## config.mk

```make
export PLATFORM = sky130hd
export DESIGN_NAME = mmio_ports_flat
export DESIGN_NICKNAME = d
export VERILOG_FILES = /design/src/rtl/mmio_ports_if.sv /design/src/rtl/mmio_ports.sv /design/src/flat_wrapper.sv
export SDC_FILE = /design/constraint.sdc
export NUM_CORES = 1
export LEC_CHECK = 0
export CAP_MARGIN = 30
export CELL_PAD_IN_SITES_DETAIL_PLACEMENT = 1
export CELL_PAD_IN_SITES_GLOBAL_PLACEMENT = 2
export CORE_ASPECT_RATIO = 1.5
export CORE_MARGIN = 5
export CORE_UTILIZATION = 35
export CTS_CLUSTER_DIAMETER = 150
export DETAILED_ROUTE_END_ITERATION = 8
export PLACE_DENSITY = 0.72
export SLEW_MARGIN = 20
export SYNTH_ARGS = -nofsm -noshare
export SYNTH_HDL_FRONTEND = slang
export SYNTH_SLANG_ARGS = --single-unit
```

## constraint.sdc

```tcl
create_clock -name clk -period 2.8 [get_ports clk]
set_clock_uncertainty 0.15 [all_clocks]
set_input_delay 0.56 -clock clk [delete_from_list [all_inputs] [get_ports clk]]
set_output_delay 0.56 -clock clk [all_outputs]
set_load 0.03 [all_outputs]
```

## src/rtl/mmio_ports_if.sv

```systemverilog
// CPU-side memory bus, RAM pass-through and per-channel output streams of mmio_ports.
// master = CPU/consumer side, slave = the port block itself.
interface mmio_ports_if #(
    parameter int DATA_W = 8,
    parameter int ADDR_W = 8,
    parameter int N_CH   = 2
);
    logic [ADDR_W-1:0]      mem_addr;
    logic                   mem_wr_en;
    logic [DATA_W-1:0]      mem_wr_data;
    logic [DATA_W-1:0]      mem_rd_data;
    logic                   ram_wr_en;
    logic [DATA_W-1:0]      ram_rd_data;
    logic                   stall;
    logic [N_CH-1:0]        out_valid;
    logic [N_CH*DATA_W-1:0] out_data;
    logic [N_CH-1:0]        out_ready;

    modport master (
        output mem_addr, mem_wr_en, mem_wr_data, ram_rd_data, out_ready,
        input  mem_rd_data, ram_wr_en, stall, out_valid, out_data
    );

    modport slave (
        input  mem_addr, mem_wr_en, mem_wr_data, ram_rd_data, out_ready,
        output mem_rd_data, ram_wr_en, stall, out_valid, out_data
    );
endinterface

```

## src/rtl/mmio_ports.sv

```systemverilog
// Memory-mapped output ports: N_CH write-only FIFO channels plus FULL/EMPTY status
// registers decoded above BASE; all other addresses pass through to system RAM.
module mmio_ports #(
    parameter int                DATA_W = 8,
    parameter int                ADDR_W = 8,
    parameter int                N_CH   = 2,
    parameter int                DEPTH  = 4,
    parameter logic [ADDR_W-1:0] BASE   = ADDR_W'('hF8)
) (
    input  logic        clk,
    input  logic        rst,
    mmio_ports_if.slave bus
);
    localparam int PW = $clog2(DEPTH);
    localparam int CW = PW + 1;
    localparam logic [ADDR_W-1:0] FULL_ADDR  = BASE + ADDR_W'(N_CH);
    localparam logic [ADDR_W-1:0] EMPTY_ADDR = BASE + ADDR_W'(N_CH + 1);

    logic [PW-1:0]     rd_ptr_q [N_CH];
    logic [PW-1:0]     rd_ptr_d [N_CH];
    logic [PW-1:0]     wr_ptr_q [N_CH];
    logic [PW-1:0]     wr_ptr_d [N_CH];
    logic [CW-1:0]     count_q  [N_CH];
    logic [CW-1:0]     count_d  [N_CH];
    logic [DATA_W-1:0] mem_q    [N_CH][DEPTH];
    logic [DATA_W-1:0] mem_d    [N_CH][DEPTH];

    logic              hit;
    logic              is_ch;
    logic [ADDR_W-1:0] ch_off;
    logic [N_CH-1:0]   full;
    logic [N_CH-1:0]   empty;
    logic [N_CH-1:0]   push;
    logic [N_CH-1:0]   pop;

    always_comb begin
        ch_off = bus.mem_addr - BASE;
        hit    = (bus.mem_addr >= BASE) && (bus.mem_addr <= EMPTY_ADDR);
        is_ch  = hit && (ch_off < ADDR_W'(N_CH));
    end

    // A full channel never pushes, even when its consumer pops in the same cycle;
    // the CPU is held off and retries once the slot is visibly free.
    always_comb begin
        bus.stall = 1'b0;
        full      = '0;
        empty     = '0;
        push      = '0;
        pop       = '0;
        for (int c = 0; c < N_CH; c++) begin
            full[c]  = (count_q[c] == CW'(DEPTH));
            empty[c] = (count_q[c] == '0);
            pop[c]   = !empty[c] && bus.out_ready[c];
            if (bus.mem_wr_en && is_ch && (ch_off == ADDR_W'(c))) begin
                if (full[c]) bus.stall = 1'b1;
                else         push[c]   = 1'b1;
            end
        end
    end

    always_comb begin
        bus.ram_wr_en = bus.mem_wr_en && !hit;
        if (bus.mem_addr == FULL_ADDR)
            bus.mem_rd_data = DATA_W'(full);
        else if (bus.mem_addr == EMPTY_ADDR)
            bus.mem_rd_data = DATA_W'(empty);
        else if (is_ch)
            bus.mem_rd_data = '0;
        else
            bus.mem_rd_data = bus.ram_rd_data;
    end

    always_comb begin
        bus.out_valid = ~empty;
        bus.out_data  = '0;
        for (int c = 0; c < N_CH; c++)
            bus.out_data[c*DATA_W +: DATA_W] = mem_q[c][rd_ptr_q[c]];
    end

    always_comb begin
        mem_d = mem_q;
        for (int c = 0; c < N_CH; c++) begin
            rd_ptr_d[c] = rd_ptr_q[c];
            wr_ptr_d[c] = wr_ptr_q[c];
            count_d[c]  = count_q[c];
            if (push[c]) begin
                mem_d[c][wr_ptr_q[c]] = bus.mem_wr_data;
                wr_ptr_d[c] = wr_ptr_q[c] + PW'(1);
            end
            if (pop[c])
                rd_ptr_d[c] = rd_ptr_q[c] + PW'(1);
            case ({push[c], pop[c]})
                2'b10:   count_d[c] = count_q[c] + CW'(1);
                2'b01:   count_d[c] = count_q[c] - CW'(1);
                default: count_d[c] = count_q[c];
            endcase
        end
    end

    always_ff @(posedge clk or posedge rst) begin
        if (rst) begin
            for (int c = 0; c < N_CH; c++) begin
                rd_ptr_q[c] <= '0;
                wr_ptr_q[c] <= '0;
                count_q[c]  <= '0;
            end
        end else begin
            rd_ptr_q <= rd_ptr_d;
            wr_ptr_q <= wr_ptr_d;
            count_q  <= count_d;
        end
    end

    // Storage is never reset; an empty FIFO's contents are never observed as valid.
    always_ff @(posedge clk) begin
        mem_q <= mem_d;
    end
endmodule

```

## src/flat_wrapper.sv

```systemverilog
// flat-port wrapper written by rule: the top's interface ports become plain ports
module mmio_ports_flat 
#(
    parameter int                DATA_W = 8,
    parameter int                ADDR_W = 8,
    parameter int                N_CH   = 2,
    parameter int                DEPTH  = 4,
    parameter logic [ADDR_W-1:0] BASE   = ADDR_W'('hF8)
)
  (clk, rst, bus_mem_addr, bus_mem_wr_en, bus_mem_wr_data, bus_ram_rd_data, bus_out_ready, bus_mem_rd_data, bus_ram_wr_en, bus_stall, bus_out_valid, bus_out_data);
  mmio_ports_if #(.DATA_W(DATA_W), .ADDR_W(ADDR_W), .N_CH(N_CH)) bus_i ();
  input  logic clk;
  input  logic rst;
  input wire logic [$bits(bus_i.mem_addr)-1:0] bus_mem_addr;
  input wire logic [$bits(bus_i.mem_wr_en)-1:0] bus_mem_wr_en;
  input wire logic [$bits(bus_i.mem_wr_data)-1:0] bus_mem_wr_data;
  input wire logic [$bits(bus_i.ram_rd_data)-1:0] bus_ram_rd_data;
  input wire logic [$bits(bus_i.out_ready)-1:0] bus_out_ready;
  output wire logic [$bits(bus_i.mem_rd_data)-1:0] bus_mem_rd_data;
  output wire logic [$bits(bus_i.ram_wr_en)-1:0] bus_ram_wr_en;
  output wire logic [$bits(bus_i.stall)-1:0] bus_stall;
  output wire logic [$bits(bus_i.out_valid)-1:0] bus_out_valid;
  output wire logic [$bits(bus_i.out_data)-1:0] bus_out_data;
  assign bus_i.mem_addr = bus_mem_addr;
  assign bus_i.mem_wr_en = bus_mem_wr_en;
  assign bus_i.mem_wr_data = bus_mem_wr_data;
  assign bus_i.ram_rd_data = bus_ram_rd_data;
  assign bus_i.out_ready = bus_out_ready;
  assign bus_mem_rd_data = bus_i.mem_rd_data;
  assign bus_ram_wr_en = bus_i.ram_wr_en;
  assign bus_stall = bus_i.stall;
  assign bus_out_valid = bus_i.out_valid;
  assign bus_out_data = bus_i.out_data;
  mmio_ports #(.DATA_W(DATA_W), .ADDR_W(ADDR_W), .N_CH(N_CH), .DEPTH(DEPTH), .BASE(BASE)) u_core (.clk(clk), .rst(rst), .bus(bus_i));
endmodule
```

---- Yosys cells after proc, flatten, opt, wreduce, memory -nomap -nowiden ----
Index checks and enable logic that the tools add are counted.
storage, ports and cells
  bits in registers ....................... 78
cells by class
  add/sub/neg operators ................... 9
  $lt $le $gt $ge ......................... 9
  bitwise logic cells ..................... 5
  multiplexer cells ....................... 25
  reduce and logical (&&, ||, !) cells .... 18
  equal/unequal tests ..................... 9
operators by type and width
  kind                 count
  $mux 8               9
  $bwmux 32            2
  $bmux 8 s2           2
  $demux 8 s2          2
  $eq 8x8->1 const B   2
  $ge 3x3->1 const B   4
  $not 2->3            4
  $pmux 3 s2           2
  $logic_and 1x1->1    10
  $add 2x1->2 const B  4
  $eq 8x1->1 const B   1
  $ge 8x8->1 const B   1
  $le 8x8->1 const B   1
  $logic_not 8->1      1
  $lt 8x2->1 const B   1
  $mux 1               8
  $sub 8x8->8 const B  1
  $add 3x1->3 const B  2
  $eq 3x3->1 const B   2
  $logic_not 3->1      2
  $lt 3x1->1 const B   2
  $sub 3x1->3 const B  2
  $eq 2x1->1 const B   2
  $eq 2x2->1 const B   2
  other kinds (3)      6

---- Longest topological paths before layout ----
  word-level depth ........................ 8
  gate-level depth with buffers ........... 10
  depth with buffers taken out ............ 10

---- Least setup slack after synthesis ----
OpenSTA, ideal clock, no wires.
  path type ............................... input to register
  start ................................... input bus_mem_addr[3]
  end ..................................... register u_core.count_q[2] (netlist name)
  stages .................................. 10
  data arrival time ....................... 2294 ps
  data required time ...................... 2571 ps
  buffers on the path ..................... 0
  library setup time ...................... 79 ps
  path slack .............................. 277 ps
  path through ............................ ha_1 and4bb_2 and4bb_4 inv_1 ha_1 inv_1 fa_1 xor2_1 nor2_1 xor2_1
on the way
  longest elaborated chain between the ends .. 8
RTL lines
  item                                             RTL line                            text
  start, declared                                  flat_wrapper.sv:14                  input wire logic [$bits(bus_i.mem_addr)-1:0] bus_mem_addr;
  $sub 8x8->8, or another cell as far along        mmio_ports.sv:37                    ch_off = bus.mem_addr - BASE;
  $lt 8x2->1 or $logic_and 1x1->1 (tied branches)  mmio_ports.sv:39, mmio_ports.sv:38
  $logic_and 1x1->1                                mmio_ports.sv:39                    is_ch = hit && (ch_off < ADDR_W'(N_CH));
  $logic_and 1x1->1                                mmio_ports.sv:54                    if (bus.mem_wr_en && is_ch && (ch_off == ADDR_W'(c))) begin
  $logic_and 1x1->1 *                              mmio_ports.sv:54
  $mux 1 *                                         mmio_ports.sv:54
  $eq 2x1->1 or $eq 2x2->1 (tied branches)         mmio_ports.sv:92                    case ({push[c], pop[c]})
  $pmux 3 s2 or $reduce_bool 2->1 (tied branches)  n/a
  end signal, assigned                             mmio_ports.sv:110                   count_q <= count_d;
  end, declared                                    mmio_ports.sv:23                    logic [CW-1:0] count_q [N_CH];
Mark *: on every way between the ends. The rest lies on a longest branch, timed or not.
A chain may end at the register's enable or synchronous reset.

---- Worst setup path in the final report ----
  start ................................... register u_core.rd_ptr_q[0] (netlist name)
  end ..................................... output bus_out_data[13]
on the way
  longest elaborated chain between the ends .. 4
RTL lines
  item                                        RTL line            text
  start, declared                             mmio_ports.sv:19    logic [PW-1:0] rd_ptr_q [N_CH];
  start signal, assigned                      mmio_ports.sv:108   rd_ptr_q <= rd_ptr_d;
  $not 2->3 (implied by the code)             mmio_ports.sv:77    bus.out_data[c*DATA_W +: DATA_W] = mem_q[c][rd_ptr_q[c]];
  $bmux 8 s2                                  mmio_ports.sv:77
  $mux 8 (implied by the code) (2 in series)  mmio_ports.sv:77
  end, declared                               flat_wrapper.sv:23  output wire logic [$bits(bus_i.out_data)-1:0] bus_out_data;
No other way between the ends. The select of a mux whose other input is x is not followed.

==> impl_metrics.env <==
export IMPL_ys_ff_latch=78
export IMPL_grt_start_max_net_pins=15
export IMPL_clkSinkCount=78
export IMPL_postSynth_asyncResetShare_pct=17.95
export IMPL_arrival_ns=2.02
export IMPL_die_area_um2=11800
export IMPL_endpoint="bus_out_data[13]"
export IMPL_end_kind="output port"
export IMPL_synth_edf_count=64
export IMPL_synth_nets=229
export IMPL_fin_crit_sh_pct=97.61
export IMPL_tightest_slew_ns=0.5570
export IMPL_clock_latency_ns=0.33
export IMPL_critPathRequiredTime_ns=2.09
export IMPL_power_density_nw_per_um2=874.0
export IMPL_ant_nets=0
export IMPL_cts_root_buf="clkbuf_16"
export IMPL_start_util_pct=35.42
export IMPL_via_count=1842
export IMPL_timing_rr_end="u_core.count_q[2]"
export IMPL_syn_avg_cell_area_um2=18.15
export IMPL_r2r_slack_ns=0.61
export IMPL_die_y_um=130.6
export IMPL_nets=305
export IMPL_max_cap_violations=0
export IMPL_crit_path_start_kind="flip-flop"
export IMPL_grt_pass1_wl_mm=10.63
export IMPL_htree_levels=3
export IMPL_die_w_um=90.40
export IMPL_path_class="reg -> out"
export IMPL_drt_iter0_drc=92
export IMPL_cts_inserted_buffers=9
export IMPL_synth_area_um2=3393
export IMPL_yosys_warnings=0
export IMPL_viasPerCell=4.809
export IMPL_reg2reg_from="u_core.count_q[0]"
export IMPL_io_pins=57
export IMPL_syn_to_final_growth_pct=35.03
export IMPL_finalHoldViolCount=0
export IMPL_synth_cell_types=35
export IMPL_final_cells=383
export IMPL_cts_buffer_depth=2
export IMPL_layout_commonest_cell="edfxtp_1"
export IMPL_syn_inst=187
export IMPL_wl_mm=6.510
export IMPL_worst_hold_slack_ns=0.3961
export IMPL_cts_tree="yes"
export IMPL_routedWlPerCell_um=17.00
export IMPL_reg2reg_depth=9
export IMPL_critPathMaxFanout=8
export IMPL_synth_ff_type="edfxtp_1"
export IMPL_port_buffers=56
export IMPL_final_cell_mix="edfxtp_1, clkdlybuf4s50_1, buf_4, mux4_2, dfrtp_1"
export IMPL_dp_cells=367
export IMPL_p_leak_nw=1.720
export IMPL_gr_total_overflow=0
export IMPL_first_global_vias=2067
export IMPL_n_antenna_cell=0
export IMPL_dp_hpwl_mm=4.794
export IMPL_final_fill_count=942
export IMPL_drtPass1Iterations=4
export IMPL_rsz0062_at_grt="false"
export IMPL_outcome="finished clean"
export IMPL_gp_congestion=0.7163
export IMPL_drcViolationCount=0
export IMPL_setup_ws_ns=0.06697
export IMPL_synth_seq_area_share_pct=66.96
export IMPL_total_power_w=0.004004
export IMPL_path_clk_slew_ns=0.06
export IMPL_peakVddDrop_uv=619.7
export IMPL_cp_startpoint="u_core.rd_ptr_q[0]"
export IMPL_drive_gt1_share_pct=27.61
export IMPL_slew_headroom_pct=62.82
export IMPL_slew_viol_final=0
export IMPL_antenna_found_initial=0
export IMPL_cts_setup_buffers=0
export IMPL_dpl_worst_slack_ns=-0.2403
export IMPL_fp_row_count=44
export IMPL_hp_class="reg -> reg"
export IMPL_grt_total_usage_pct=11.94
export IMPL_core_area_um2=9579
export IMPL_finalCriticalPeriod_ns=2.733
export IMPL_setup_viol=0
export IMPL_fmax_mhz=365.9
==> power by group <==
part | internal (W) | switching [W]
sequential | 0.00134 | 0.000156
clock | 0.000851 | 0.000396
combinational | 0.000664 | 0.000600
total | 0.00285 | 0.00115
==> per-layer routing <==
| metal | vias up | track usage, % | share of wire, % |
|---|---|---|---|
| li1 | 863 | - | - |
| met1 | 907 | 12.64 | 39 |
| met2 | 61 | 21.25 | 53 |
| met3 | 11 | 3.150 | 5.9 |
| met4 | 0 | 7.362 | 2.5 |
| met5 | - | 0 | 0 |
==> worst min path at each step <==
stage | startpoint | to | cells past startpoint
floorplan | rst | u_core.count_q[0] | 1
global placement | u_core.rd_ptr_q[0] | u_core.rd_ptr_q[0] | 1
detailed placement | u_core.count_q[2] | u_core.count_q[2] | 1
CTS | u_core.count_q[2] | u_core.count_q[2] | 1
global route | u_core.rd_ptr_q[0] | u_core.rd_ptr_q[0] | 1
finish | u_core.count_q[2] | u_core.count_q[2] | 1
==> worst max-delay path, stage by stage (launching register included) <==
cell             delay, ns
dfrtp_1               0.42
buf_12                0.17
mux4_2                0.50
clkdlybuf4s50_1       0.61
==> registers in the layout, summed over array words and instances, names as in the netlist <==
register and flops:
u_core.wr_ptr_q 4, u_core.mem_q 64, u_core.count_q 6, u_core.rd_ptr_q 4
==> cells by family after synthesis <==
logic type	Yosys count	synth area share, %
AO/OA/AOI/OAI	7	1.696
XOR/XNOR	14	3.614
adder cells (fa/ha/maj)	13	5.236
buffers and inverters	18	2.286
flip-flops	78	66.96
multiplexers	21	12.39
AND/OR/NAND/NOR	36	7.817
==> cell usage after synthesis, types with 2 or more instances <==
| cell | n | area share, % |
|---|---|---|
| nor3b_2 | 2 | 0.74 |
| ha_1 | 11 | 4.1 |
| buf_1 | 2 | 0.22 |
| nor3_1 | 2 | 0.29 |
| fa_1 | 2 | 1.2 |
| xor2_1 | 6 | 1.5 |
| nor2_1 | 3 | 0.33 |
| dfrtp_1 | 14 | 10 |
| or3_1 | 2 | 0.37 |
| buf_2 | 2 | 0.29 |
| nand2_1 | 3 | 0.33 |
| and4bb_4 | 2 | 0.96 |
| and2_2 | 9 | 2.0 |
| and2_1 | 5 | 0.92 |
| edfxtp_1 | 64 | 57 |
| mux4_2 | 16 | 11 |
| mux2_4 | 2 | 0.88 |
| o31a_1 | 2 | 0.52 |
| xnor2_1 | 8 | 2.1 |
| mux2i_1 | 3 | 0.88 |
| inv_1 | 13 | 1.4 |
==> what timing repair did <==
| action | 4_1_cts | 5_1_grt |
|---|---|---|
| pin swaps | 4 | 0 |
| setup endpoints to repair | 8 | 6 |
| hold buffers | 0 | 0 |
| resized for setup | 4 | 6 |
| gates cloned | 0 | 0 |
==> area by class of cell <==
type	count	area, µm²	area share (%)
Timing Repair Buffer	70	732.0	15.97
Clock buffer	13	270.3	5.898
Sequential cell	78	2272	49.59
Clock inverter	3	65.06	1.420
Multi-Input combinational cell	91	1050	22.91
Tap cell	115	143.9	3.140
Inverter	13	48.80	1.065
==> stage by stage <==
stage | TNS, ns | utilization, % | area, µm²
after detailed placement | -1.802 | 44.10 | 4224
after CTS | 0 | 47.68 | 4567
after floorplan | 0 | - | 3393
after global placement | -1.370 | 44.10 | 4224
final | 0 | 47.83 | 4582
after global routing | 0 | 47.83 | 4582
Power figures use the tool's default switching activity.
